--- src/rtl/instruction_fetch_if.sv ---
// ---------------------------------------------------------------------------
// instruction_fetch_if
//   Instruction-memory read bus between the fetch unit and the memory.
//   mem_rd    : read strobe (fetch -> memory)
//   mem_addr  : 9-bit word address (fetch -> memory)
//   mem_rdata : 16-bit instruction word (memory -> fetch)
//   mem_valid : mem_rdata is valid this cycle (memory -> fetch)
// ---------------------------------------------------------------------------
interface instruction_fetch_if;
  logic        mem_rd;
  logic [8:0]  mem_addr;
  logic [15:0] mem_rdata;
  logic        mem_valid;

  modport master (
    output mem_rd,
    output mem_addr,
    input  mem_rdata,
    input  mem_valid
  );

  modport slave (
    input  mem_rd,
    input  mem_addr,
    output mem_rdata,
    output mem_valid
  );
endinterface

--- src/rtl/instruction_fetch.sv ---
// ---------------------------------------------------------------------------
// instruction_fetch
//   Fetches one instruction word per request from instruction memory, holds
//   it for a downstream consumer and tells the PC stage how to advance:
//   load_PC (increment) for ordinary instructions, imJumpFlag/imJump (load)
//   for jumps (opcode bits [15:13] = 3'b111). A memory that never answers is
//   retried three times after the first attempt, then the block parks in a
//   sticky error state until reset.
//
// Ports
//   clk          : clock, rising edge
//   reset        : asynchronous, active-high reset
//   fetch_en     : permission to start a new fetch
//   PC_in        : current program counter
//   mem          : instruction memory bus (master side)
//   load_PC      : one-cycle PC increment pulse
//   imJumpFlag   : one-cycle PC load pulse
//   imJump       : jump target, holds its last value between pulses
//   instr_out    : captured instruction
//   instr_valid  : instr_out not yet consumed
//   instr_ready  : downstream accepts instr_out
//   fetch_err    : sticky memory-timeout error
// ---------------------------------------------------------------------------
module instruction_fetch (
  input  logic                       clk,
  input  logic                       reset,
  input  logic                       fetch_en,
  input  logic [8:0]                 PC_in,
  instruction_fetch_if.master        mem,
  output logic                       load_PC,
  output logic                       imJumpFlag,
  output logic [8:0]                 imJump,
  output logic [15:0]                instr_out,
  output logic                       instr_valid,
  input  logic                       instr_ready,
  output logic                       fetch_err
);

  typedef enum logic [2:0] {
    IDLE = 3'd0,
    REQ  = 3'd1,
    WAIT = 3'd2,
    HOLD = 3'd3,
    ERR  = 3'd4
  } state_e;

  // The wait counter reaches this value on the last WAIT cycle of an attempt,
  // giving 15 WAIT cycles and a 16-cycle spacing between strobes.
  localparam logic [3:0] WAIT_LAST = 4'd15;
  localparam logic [1:0] RETRY_MAX = 2'd3;
  localparam logic [2:0] JUMP_OP   = 3'b111;

  state_e      state_q, state_d;
  logic [8:0]  addr_q, addr_d;
  logic [3:0]  wait_cnt_q, wait_cnt_d;
  logic [1:0]  retry_q, retry_d;
  logic        mem_rd_q, mem_rd_d;
  logic        load_pc_q, load_pc_d;
  logic        jump_flag_q, jump_flag_d;
  logic [8:0]  jump_q, jump_d;
  logic [15:0] instr_q, instr_d;
  logic        valid_q, valid_d;
  logic        err_q, err_d;
  logic [8:0]  req_addr;

  // The PC pulse is issued in the first HOLD cycle and the PC stage applies
  // it on the same edge that can enter REQ, so a first-attempt REQ must take
  // its address straight from PC_in. Retries re-issue the latched address.
  assign req_addr = (state_q == REQ && retry_q == 2'd0) ? PC_in : addr_q;

  // NOTE: every variable written here gets a default first, so no path
  // leaves a value unassigned and no latch is inferred.
  always_comb begin
    state_d     = state_q;
    addr_d      = addr_q;
    wait_cnt_d  = wait_cnt_q;
    retry_d     = retry_q;
    instr_d     = instr_q;
    jump_d      = jump_q;
    load_pc_d   = 1'b0;
    jump_flag_d = 1'b0;

    case (state_q)
      IDLE: begin
        if (fetch_en) state_d = REQ;
      end

      REQ: begin
        addr_d     = req_addr;
        wait_cnt_d = 4'd0;
        state_d    = WAIT;
      end

      WAIT: begin
        // Data beats timeout: a response on the final WAIT cycle is a capture.
        if (mem.mem_valid) begin
          instr_d = mem.mem_rdata;
          retry_d = 2'd0;
          if (mem.mem_rdata[15:13] == JUMP_OP) begin
            jump_flag_d = 1'b1;
            jump_d      = mem.mem_rdata[8:0];
          end else begin
            load_pc_d = 1'b1;
          end
          state_d = HOLD;
        end else if (wait_cnt_q == WAIT_LAST - 4'd1) begin
          // Counter reaches its ceiling on this edge and stops there.
          wait_cnt_d = WAIT_LAST;
          if (retry_q == RETRY_MAX) begin
            state_d = ERR;
          end else begin
            retry_d = retry_q + 2'd1;
            state_d = REQ;
          end
        end else begin
          wait_cnt_d = wait_cnt_q + 4'd1;
        end
      end

      HOLD: begin
        if (instr_ready) state_d = fetch_en ? REQ : IDLE;
      end

      ERR: begin
        state_d = ERR;
      end

      default: begin
        state_d = IDLE;
      end
    endcase
  end

  // Status outputs are registered from the next state so they line up with
  // the state the FSM is actually in.
  assign mem_rd_d = (state_d == REQ);
  assign valid_d  = (state_d == HOLD);
  assign err_d    = err_q | (state_d == ERR);

  // NOTE: sequential state uses non-blocking assignments only, so every
  // register samples pre-edge values regardless of statement order.
  always_ff @(posedge clk or posedge reset) begin
    if (reset) begin
      state_q     <= IDLE;
      addr_q      <= 9'd0;
      wait_cnt_q  <= 4'd0;
      retry_q     <= 2'd0;
      mem_rd_q    <= 1'b0;
      load_pc_q   <= 1'b0;
      jump_flag_q <= 1'b0;
      jump_q      <= 9'd0;
      instr_q     <= 16'd0;
      valid_q     <= 1'b0;
      err_q       <= 1'b0;
    end else begin
      state_q     <= state_d;
      addr_q      <= addr_d;
      wait_cnt_q  <= wait_cnt_d;
      retry_q     <= retry_d;
      mem_rd_q    <= mem_rd_d;
      load_pc_q   <= load_pc_d;
      jump_flag_q <= jump_flag_d;
      jump_q      <= jump_d;
      instr_q     <= instr_d;
      valid_q     <= valid_d;
      err_q       <= err_d;
    end
  end

  assign mem.mem_rd   = mem_rd_q;
  assign mem.mem_addr = req_addr;
  assign load_PC      = load_pc_q;
  assign imJumpFlag   = jump_flag_q;
  assign imJump       = jump_q;
  assign instr_out    = instr_q;
  assign instr_valid  = valid_q;
  assign fetch_err    = err_q;

endmodule

--- src/flat_wrapper.sv ---
// flat-port wrapper written by rule: the top's interface ports become plain ports
module instruction_fetch_flat 
  (clk, reset, fetch_en, PC_in, load_PC, imJumpFlag, imJump, instr_out, instr_valid, instr_ready, fetch_err, mem_mem_rd, mem_mem_addr, mem_mem_rdata, mem_mem_valid);
  instruction_fetch_if mem_i ();
  input  logic clk;
  input  logic reset;
  input  logic fetch_en;
  input  logic [8:0] PC_in;
  output logic load_PC;
  output logic imJumpFlag;
  output logic [8:0] imJump;
  output logic [15:0] instr_out;
  output logic instr_valid;
  input  logic instr_ready;
  output logic fetch_err;
  output wire logic [$bits(mem_i.mem_rd)-1:0] mem_mem_rd;
  output wire logic [$bits(mem_i.mem_addr)-1:0] mem_mem_addr;
  input wire logic [$bits(mem_i.mem_rdata)-1:0] mem_mem_rdata;
  input wire logic [$bits(mem_i.mem_valid)-1:0] mem_mem_valid;
  assign mem_mem_rd = mem_i.mem_rd;
  assign mem_mem_addr = mem_i.mem_addr;
  assign mem_i.mem_rdata = mem_mem_rdata;
  assign mem_i.mem_valid = mem_mem_valid;
  instruction_fetch u_core (.clk(clk), .reset(reset), .fetch_en(fetch_en), .PC_in(PC_in), .mem(mem_i), .load_PC(load_PC), .imJumpFlag(imJumpFlag), .imJump(imJump), .instr_out(instr_out), .instr_valid(instr_valid), .instr_ready(instr_ready), .fetch_err(fetch_err));
endmodule
--- config.mk ---
export PLATFORM = sky130hd
export DESIGN_NAME = instruction_fetch_flat
export DESIGN_NICKNAME = d
export VERILOG_FILES = /design/src/rtl/instruction_fetch_if.sv /design/src/rtl/instruction_fetch.sv /design/src/flat_wrapper.sv
export SDC_FILE = /design/constraint.sdc
export NUM_CORES = 1
export LEC_CHECK = 0
export CORE_ASPECT_RATIO = 0.7
export CORE_MARGIN = 2
export CORE_UTILIZATION = 50
export DETAILED_ROUTE_END_ITERATION = 16
export PLACE_DENSITY = 0.85
export SKIP_LAST_GASP = 1
export SYNTH_ARGS = -nofsm -noshare
export SYNTH_HDL_FRONTEND = slang
export SYNTH_SLANG_ARGS = --single-unit
--- constraint.sdc ---
create_clock -name clk -period 2.9 [get_ports clk]
set_clock_uncertainty 0.05 [all_clocks]
set_input_delay 0.435 -clock clk [delete_from_list [all_inputs] [get_ports clk]]
set_output_delay 0.435 -clock clk [all_outputs]
set_load 0.01 [all_outputs]
Word level (Yosys, flattened, before mapping)

Cells that the tools add are included.

Register bits after elaboration: 48
Input bits: 30
Output and inout port bits: 39

Add/subtract/negate cells: 2
Equality and inequality tests: 12
Mux-type cells: 20
Bitwise operators: 1
Reductions and logical operators: 9

Operator list:

| kind                                           | number |
|---|---|
| 2-to-1 mux 3 bit                               | 5 |
| case mux 3 bit (5 select lines)                | 1 |
| == test 3 x 2 -> 1 bit (second input constant) | 3 |
| == test 3 bit (second input constant)          | 3 |
| 2-to-1 mux 9 bit                               | 1 |
| 2-to-1 mux 4 bit                               | 2 |
| case mux 4 bit (2 select lines)                | 1 |
| 2-to-1 mux 1 bit                               | 7 |
| == test 3 x 1 -> 1 bit (second input constant) | 2 |
| 2-to-1 mux 2 bit                               | 3 |
| AND reduction 3 bit                            | 2 |
| adder 4 x 1 -> 4 bit (second input constant)   | 1 |
| == test 4 bit (second input constant)          | 1 |
| inequality test 2 bit (second input constant)  | 2 |
| AND reduction 2 bit                            | 2 |
| nonzero test 2 bit                             | 2 |
| logical NOT 3 bit                              | 1 |
| adder 2 x 1 -> 2 bit (second input constant)   | 1 |
| == test 2 bit (second input constant)          | 1 |
| logical NOT 2 bit                              | 1 |
| logical AND 1 bit                              | 1 |
| OR 1 bit                                       | 1 |

Logic depth before layout (Yosys ltp)

Gate-level depths: netlist of run 1.

Depth after elaboration: 7
Mapped depth: 7
Depth with buffers taken out: 6

Worst setup path after synthesis of run 1

Ideal clock, no wire load.

Path type: register to output
From: register u_core.retry_q[0]
To: output port mem_mem_addr[0]
Arrival time: 1535 ps
Required time: 2415 ps
Setup slack: 880 ps
Stages on the path, launching flop included: 7
Path buffers: 2
Path through: dfrtp_1 > inv_1 > ha_1 > nor4bb_1 > buf_2 > buf_6 > mux2_2

Word-level cells in the longest chain between the ends: 3

Ends and longest elaborated chain:

| what                   | RTL line                 | text |
|---|---|---|
| from (decl)            | instruction_fetch.sv:56  | `logic [1:0] retry_q, retry_d;` |
| from (signal assigned) | instruction_fetch.sv:159 | `retry_q <= retry_d;` |
| logical NOT 2 bit      | instruction_fetch.sv:69  | `assign req_addr = (state_q == REQ && retry_q == 2'd0) ? PC_in : addr_q;` |
| logical AND 1 bit      | instruction_fetch.sv:69  |  |
| 2-to-1 mux 9 bit       | instruction_fetch.sv:69  |  |
| to (decl)              | flat_wrapper.sv:17       | `output wire logic [$bits(mem_i.mem_addr)-1:0] mem_mem_addr;` |

No other way between the ends.

Worst setup path after layout of run 1

From: register u_core.retry_q[0]
To: output port mem_mem_addr[1]

The elaborated chain is that of the path after synthesis.

==> flow_metrics.env, run 1 <==
export IMPL_run_status="finished clean"
export IMPL_slew_headroom=0.3675
export IMPL_report_final_setup_viol=0
export IMPL_start_util=0.5120
export IMPL_crit_path_cell_trace="inv_1 > ha_1 > nor4bb_4 > buf_6 > mux2_2 > clkdlybuf4s50_1"
export IMPL_chipWidth_um=83.12
export IMPL_synth_distinct_cells=40
export IMPL_layout_nets=291
export IMPL_max_stage_delay_ns=0.49
export IMPL_crit_path_top_delay_cell="sky130_fd_sc_hd__clkdlybuf4s50_1"
export IMPL_cts_root_buffer_cell="sky130_fd_sc_hd__clkbuf_8"
export IMPL_finalHoldViolations=0
export IMPL_critical_path_endpoint_type="primary output"
export IMPL_place_detailed_instances=305
export IMPL_design_core_area_um2=4279
export IMPL_pre_cts_slack_ns=0.3915
export IMPL_die_height_um=59.38
export IMPL_launching_point_of_the_worst_reg2reg_path="u_core.state_q[1]"
export IMPL_antenna_found_initial=0
export IMPL_critPathMaxFanout=18
export IMPL_leakage_nw=1.366
export IMPL_timing_critical_path_required_ns=2.41
export IMPL_setup_tns_ns=0
export IMPL_cts_setup_buffers=0
export IMPL_r2r_slack_ns=0.89
export IMPL_clock_tree_htree_level_count=2
export IMPL_clkLatencyLatePin_ns=0.30
export IMPL_cts_tree="yes"
export IMPL_critical_path_reg2reg_endpoint="u_core.imJump[3]"
export IMPL_flops_latches_synth=48
export IMPL_rsz0062_at_grt="no"
export IMPL_tritoncts_num_sinks=48
export IMPL_finalWirelength_mm=4.519
export IMPL_global_route_usage_total=0.1966
export IMPL_drc=0
export IMPL_detailed_router_iteration_count_before_antenna_repair=4
export IMPL_post_cts_resized_instances=0
export IMPL_rows=20
export IMPL_holdPathEnd="u_core.instr_out[0]"
export IMPL_synth_area_per_cell_um2=11.59
export IMPL_synthesis_yosys_warnings=0
export IMPL_n_antenna_cell=0
export IMPL_cts_path_max_buffers=2
export IMPL_drive_gt1_frac=0.1705
export IMPL_synth_fp_nets=223
export IMPL_pwr_density_cell_nw_per_um2=976.3
export IMPL_timing_max_transition_violations_final=0
export IMPL_worst_setup_path_start_kind="flop"
export IMPL_arrival_ns=2.31
export IMPL_area_growth_syn_to_layout_pct=36.89
export IMPL_post_route_cell_area_um2=2999
export IMPL_final_antenna_net_count=0
export IMPL_hold_path_startpoint="u_core.instr_out[0]"
export IMPL_final_period_utilization=0.9629
export IMPL_worst_hold_path_type="reg -> reg"
export IMPL_place_area_um2=2903
export IMPL_via_count=1631
export IMPL_grt_max_degree=49
export IMPL_dr_first_iter_drc_count=83
export IMPL_worst_setup_hold_path_clk_slew_ns=0.08
export IMPL_critical_path_buf_inv_count=3
export IMPL_dp_final_hpwl_mm=3.257
export IMPL_design_power_total_mw=2.928
export IMPL_post_synth_inst_count=189
export IMPL_worstRegToRegCells=4
export IMPL_cp_top_family="buffers and inverters"
export IMPL_cell_area_synth_um2=2191
export IMPL_max_freq_ghz=0.3581
export IMPL_mostFrequentLayoutCell="sky130_fd_sc_hd__clkdlybuf4s50_1"
export IMPL_timing_worst_slew_pin_value_ns=0.9474
export IMPL_io_buffers=68
export IMPL_instances_no_fill=313
export IMPL_most_common_layout_cells="sky130_fd_sc_hd__clkdlybuf4s50_1, sky130_fd_sc_hd__nand2_1, sky130_fd_sc_hd__dfrtp_1, sky130_fd_sc_hd__mux2_2, sky130_fd_sc_hd__mux2_4"
export IMPL_yosysSeqAreaShare=0.5483
export IMPL_crit_type="reg -> out"
export IMPL_design_portCount=69
export IMPL_cts_hold_buffers_added=0
export IMPL_grt_first_pass_wirelength_mm=7.624
export IMPL_wl_per_cell_um=14.44
export IMPL_ir_worst_vdd_mv=0.6504
export IMPL_hold_depth=2
export IMPL_placer_congestion=0.7816
export IMPL_maxCapViolCount=0
export IMPL_grt_ovfl_total=0
export IMPL_cts_buffers_inserted=5
export IMPL_post_drt_via_cell_ratio=5.211
export IMPL_final_min_clock_period_ns=2.792
export IMPL_finalWorstSetupSlack_ns=0.1076
export IMPL_first_global_vias=1610
export IMPL_die_area_um2=4935
## worst reg2reg max path: cells and delay by family, from the launching register on
| family | cells | cell delay [ns] |
|---|---|---|
| AND/OR/NAND/NOR | 3 | 0.99 |
| flip-flops | 1 | 0.54 |
| multiplexers | 1 | 0.33 |
## area by class of cell
class                   count  area (um2)
clock buffers               6       82.58
clock inverters             2       10.01
fillers                   323        1280
inverters                   5       18.77
multi-input cells         127       918.4
flip-flops and latches     48        1201
well taps                  55       68.82
repair buffers             70       699.4
## report_power, final
group          internal, mW  total (mW)  switching (mW)
Sequential            0.944        1.13           0.187
Combinational         0.829        1.39           0.564
Clock                 0.190       0.404           0.214
## stage by stage
step           hold slack [ns]    util
2_1_floorplan           0.4266       -
3_3_place_gp            0.4084  0.6784
6_report                0.4399  0.7009
4_1_cts                 0.4414  0.7000
5_1_grt                 0.4621  0.7009
3_5_place_dp            0.4210  0.6784
## flip-flops by register name (all words and copies together), names as in the netlist
| name | count |
|---|---|
| u_core.fetch_err | 1 |
| u_core.imJumpFlag | 1 |
| u_core.state_q | 3 |
| u_core.instr_out | 16 |
| u_core.instr_valid | 1 |
| u_core.load_PC | 1 |
| u_core.addr_q | 9 |
| u_core.wait_cnt_q | 4 |
| u_core.retry_q | 2 |
| u_core.mem.mem_rd | 1 |
| u_core.imJump | 9 |
## worst max-delay path by stage
stage                 startpoint         endpoint  slack, ns  depth (start not counted)
6_report       u_core.retry_q[0]  mem_mem_addr[1]       0.11                          6
5_1_grt        u_core.retry_q[0]  mem_mem_addr[1]       0.01                          6
4_1_cts        u_core.retry_q[0]  mem_mem_addr[1]       0.06                          6
3_5_place_dp   u_core.retry_q[0]  mem_mem_addr[1]       0.39                          6
3_3_place_gp   u_core.retry_q[0]  mem_mem_addr[3]       0.46                          6
2_1_floorplan  u_core.retry_q[0]  mem_mem_addr[0]       0.88                          6
## layer usage
| metal | share of wire | wire length [um] | track usage | vias to the layer above |
|---|---|---|---|---|
| met5 | 0 | 0 | 0 | - |
| met4 | 0.011 | 48 | 0.06792 | 0 |
| met3 | 0.058 | 262 | 0.05710 | 6 |
| met2 | 0.46 | 2060 | 0.3053 | 48 |
| met1 | 0.48 | 2148 | 0.2702 | 805 |
| li1 | - | - | - | 772 |
## cells in the mapped netlist
| cell type | number | area share |
|---|---|---|
| sky130_fd_sc_hd__o21bai_1 | 1 | 0.0034 |
| sky130_fd_sc_hd__nand2b_1 | 2 | 0.0057 |
| sky130_fd_sc_hd__o22ai_1 | 1 | 0.0029 |
| sky130_fd_sc_hd__a22o_1 | 3 | 0.012 |
| sky130_fd_sc_hd__or4_1 | 1 | 0.0034 |
| sky130_fd_sc_hd__a41oi_1 | 1 | 0.0040 |
| sky130_fd_sc_hd__buf_2 | 3 | 0.0069 |
| sky130_fd_sc_hd__o22a_1 | 1 | 0.0040 |
| sky130_fd_sc_hd__o21a_1 | 1 | 0.0034 |
| sky130_fd_sc_hd__buf_6 | 3 | 0.015 |
| sky130_fd_sc_hd__and2_1 | 1 | 0.0029 |
| sky130_fd_sc_hd__a21o_1 | 1 | 0.0034 |
| sky130_fd_sc_hd__nor3_1 | 1 | 0.0023 |
| sky130_fd_sc_hd__dfrtp_1 | 48 | 0.55 |
| sky130_fd_sc_hd__o31ai_1 | 2 | 0.0069 |
| sky130_fd_sc_hd__a31oi_1 | 2 | 0.0057 |
| sky130_fd_sc_hd__nor3b_4 | 1 | 0.0086 |
| sky130_fd_sc_hd__nor3b_1 | 2 | 0.0069 |
| sky130_fd_sc_hd__or2_1 | 1 | 0.0029 |
| sky130_fd_sc_hd__a21oi_1 | 2 | 0.0046 |
| sky130_fd_sc_hd__nor2_8 | 1 | 0.0091 |
| sky130_fd_sc_hd__nand2_4 | 1 | 0.0051 |
| sky130_fd_sc_hd__nand3_2 | 1 | 0.0046 |
| sky130_fd_sc_hd__clkbuf_1 | 1 | 0.0017 |
| sky130_fd_sc_hd__buf_4 | 2 | 0.0069 |
| sky130_fd_sc_hd__nand3b_1 | 1 | 0.0034 |
| sky130_fd_sc_hd__nor2b_1 | 2 | 0.0057 |
| sky130_fd_sc_hd__o21ai_0 | 4 | 0.0091 |
| sky130_fd_sc_hd__nor2_1 | 3 | 0.0051 |
| sky130_fd_sc_hd__ha_1 | 4 | 0.023 |
| sky130_fd_sc_hd__nor4bb_1 | 1 | 0.0046 |
| sky130_fd_sc_hd__mux2_4 | 9 | 0.062 |
| sky130_fd_sc_hd__nand4_1 | 1 | 0.0029 |
| sky130_fd_sc_hd__or3b_1 | 1 | 0.0040 |
| sky130_fd_sc_hd__and3_1 | 1 | 0.0029 |
| sky130_fd_sc_hd__mux2_2 | 18 | 0.093 |
| sky130_fd_sc_hd__inv_1 | 5 | 0.0086 |
| sky130_fd_sc_hd__nand2_1 | 53 | 0.091 |
| sky130_fd_sc_hd__nand3_1 | 1 | 0.0023 |
| sky130_fd_sc_hd__nor2_2 | 1 | 0.0029 |
## logic make-up after synthesis
logic type	share of synthesized area
compound gates	0.05940
fa+ha+maj	0.02285
buf+inv	0.03940
flops	0.5483
mux	0.1542
simple gates	0.1759
(Power assumes the default switching activity.)
==> run 2, diff against run 1 <==
Settings changed: CORE_MARGIN 2 to 4, CORE_UTILIZATION 50 to 25, PLACE_DENSITY 0.85 to not set.
==> run 2 against run 1 <==
Net effect: routed wire length grew 8.1%; utilization shrank 33 points; hold slack lost 0.068 ns; critical path depth is the same; non-clock buffer count grew 1; combinational power is essentially flat; first-iteration DRC count grew 8.4%; final area grew 5.8%; sequential share of layout area shrank 2.2 points; sequential power is essentially flat; worst setup slack gained 0.048 ns; largest power group unchanged.
==> flow_metrics.env, run 2 (synthesis results as in run 1) <==
export IMPL_grt_max_degree=22
export IMPL_switchingPower_mw=0.9866
export IMPL_rsz0062_at_grt="no"
export IMPL_critical_path_buf_inv_count=3
export IMPL_cts_root_buffer_cell="sky130_fd_sc_hd__clkbuf_16"
export IMPL_die_area_um2=10350
export IMPL_critical_path_endpoint_type="primary output"
export IMPL_finalHoldViolations=0
export IMPL_crit_path_cell_trace="inv_1 > ha_1 > nor4bb_4 > buf_6 > mux2_2 > clkdlybuf4s50_1"
export IMPL_final_antenna_net_count=0
export IMPL_antenna_found_initial=0
export IMPL_dr_first_iter_drc_count=90
export IMPL_setup_tns_ns=0
export IMPL_grt_ovfl_total=0
export IMPL_detailed_router_iteration_count_before_antenna_repair=4
export IMPL_crit_path_top_delay_cell="sky130_fd_sc_hd__clkdlybuf4s50_1"
export IMPL_leakage_nw=1.407
export IMPL_via_count=1563
export IMPL_post_drt_via_cell_ratio=4.124
export IMPL_first_global_vias=1585
export IMPL_cts_path_max_buffers=2
export IMPL_run_status="finished clean"
export IMPL_io_buffers=68
export IMPL_cts_hold_buffers_added=0
export IMPL_report_final_setup_viol=0
export IMPL_global_route_usage_total=0.09596
export IMPL_layout_nets=292
export IMPL_pre_cts_slack_ns=0.3937
export IMPL_power_combinational_fraction=0.435
export IMPL_final_min_clock_period_ns=2.744
export IMPL_die_height_um=86.32
export IMPL_cts_tree="yes"
export IMPL_tritoncts_num_sinks=48
export IMPL_met3_length_um=362
export IMPL_timing_max_transition_violations_final=0
export IMPL_route_top_layer_used="met4"
export IMPL_design_power_total_mw=3.193
export IMPL_post_cts_resized_instances=0
export IMPL_drive_gt1_frac=0.1737
export IMPL_placer_congestion=0.7766
export IMPL_cts_setup_buffers=0
export IMPL_worst_hold_path_type="in -> async"
export IMPL_worst_setup_hold_path_clk_slew_ns=0.07
export IMPL_chipWidth_um=119.9
export IMPL_crit_type="reg -> out"
export IMPL_start_util=0.2584
export IMPL_max_reg_flops=16
export IMPL_grt_first_pass_wirelength_mm=7.941
export IMPL_design_portCount=69
export IMPL_cp_top_family="buffers and inverters"
export IMPL_final_period_utilization=0.9462
export IMPL_ir_worst_vdd_mv=0.3736
export IMPL_critPathMaxFanout=18
export IMPL_n_antenna_cell=0
export IMPL_cts_buffers_inserted=5
export IMPL_wl_met2_mm=2.062
export IMPL_max_freq_ghz=0.3644
export IMPL_clockPowerShare=0.212
export IMPL_p_sw_frac=0.3090
export IMPL_wl_per_cell_um=12.88
export IMPL_design_core_area_um2=8478
export IMPL_slew_headroom=0.6044
export IMPL_most_common_layout_cells="sky130_fd_sc_hd__clkdlybuf4s50_1, sky130_fd_sc_hd__nand2_1, sky130_fd_sc_hd__dfrtp_1, sky130_fd_sc_hd__mux2_2, sky130_fd_sc_hd__mux2_4"
export IMPL_timing_worst_slew_pin_value_ns=0.5934
export IMPL_area_growth_syn_to_layout_pct=44.83
export IMPL_seqPwrFrac=0.353
export IMPL_timing_critical_path_required_ns=2.41
export IMPL_met1_length_mm=2.440
export IMPL_pwr_density_cell_nw_per_um2=1006
export IMPL_finalWorstSetupSlack_ns=0.1559
export IMPL_clock_tree_htree_level_count=2
export IMPL_maxCapViolCount=0
export IMPL_power_internal_mw=2.207
export IMPL_arrival_ns=2.26
export IMPL_worst_setup_path_start_kind="flop"
export IMPL_mostFrequentLayoutCell="sky130_fd_sc_hd__clkdlybuf4s50_1"
export IMPL_rows=28
export IMPL_drc=0
export IMPL_finalWirelength_mm=4.883
export IMPL_max_stage_delay_ns=0.48
export IMPL_clkLatencyLatePin_ns=0.28
export IMPL_dp_final_hpwl_mm=3.688
run 2: cell type report:
class                      count  area (um2)
clock inverter                 2       38.79
tap                          120       150.1
sequential                    48        1201
timing repair buffer          71       706.9
inverter                       5       18.77
fill                         825        5305
multi-input combinational    127       918.4
clock buffer                   6       138.9
run 2: final timing paths:
path,startpoint,endpoint,slack [ns],cells after the start
max,u_core.retry_q[1],mem_mem_addr[0],0.16,6
min,reset,u_core.instr_out[12],0.37,2
max reg2reg,u_core.state_q[1],u_core.imJump[7],0.93,4
min reg2reg,u_core.fetch_err,u_core.fetch_err,0.42,1
max in group asynchronous,reset,u_core.instr_out[10],1.83,3
min in group clk,u_core.fetch_err,u_core.fetch_err,0.42,1
run 2: worst reg2reg max path: cells and delay by family (launching register included):
family | cells | cell delay [ns]
flops | 1 | 0.52
simple gates | 3 | 0.96
mux | 1 | 0.33
run 2: stage by stage:
stage                 util  cells  instance area, um2  hold slack, ns
CTS                 0.3738    379                3169          0.3776
global route        0.3743    379                3173          0.4031
detailed placement  0.3529    371                2992          0.4001
global placement    0.3529    371                2992          0.4088
floorplan                -    189                2191          0.4266
finish              0.3743    379                3173          0.3723
run 2: per-layer routing:
metal	vias up	track usage
li1	776	-
met1	738	0.1309
met2	47	0.1465
met3	2	0.03718
met4	0	0.01871
met5	-	0
run 2: power by group through the flow:
stage	Sequential (mW)	Clock, mW	Combinational (mW)
after floorplan	1.17	0	0.714
after global placement	1.14	0	1.38
after detailed placement	1.14	0	1.41
after CTS	1.13	0.693	1.41
after global routing	1.17	0.722	1.51
final	1.13	0.676	1.39
==> run 3, diff against run 2 <==
Settings changed: TNS_END_PERCENT set to 1.
==> results of run 3 <==
The final DEF is identical to that of run 2; final timing and power are the same.
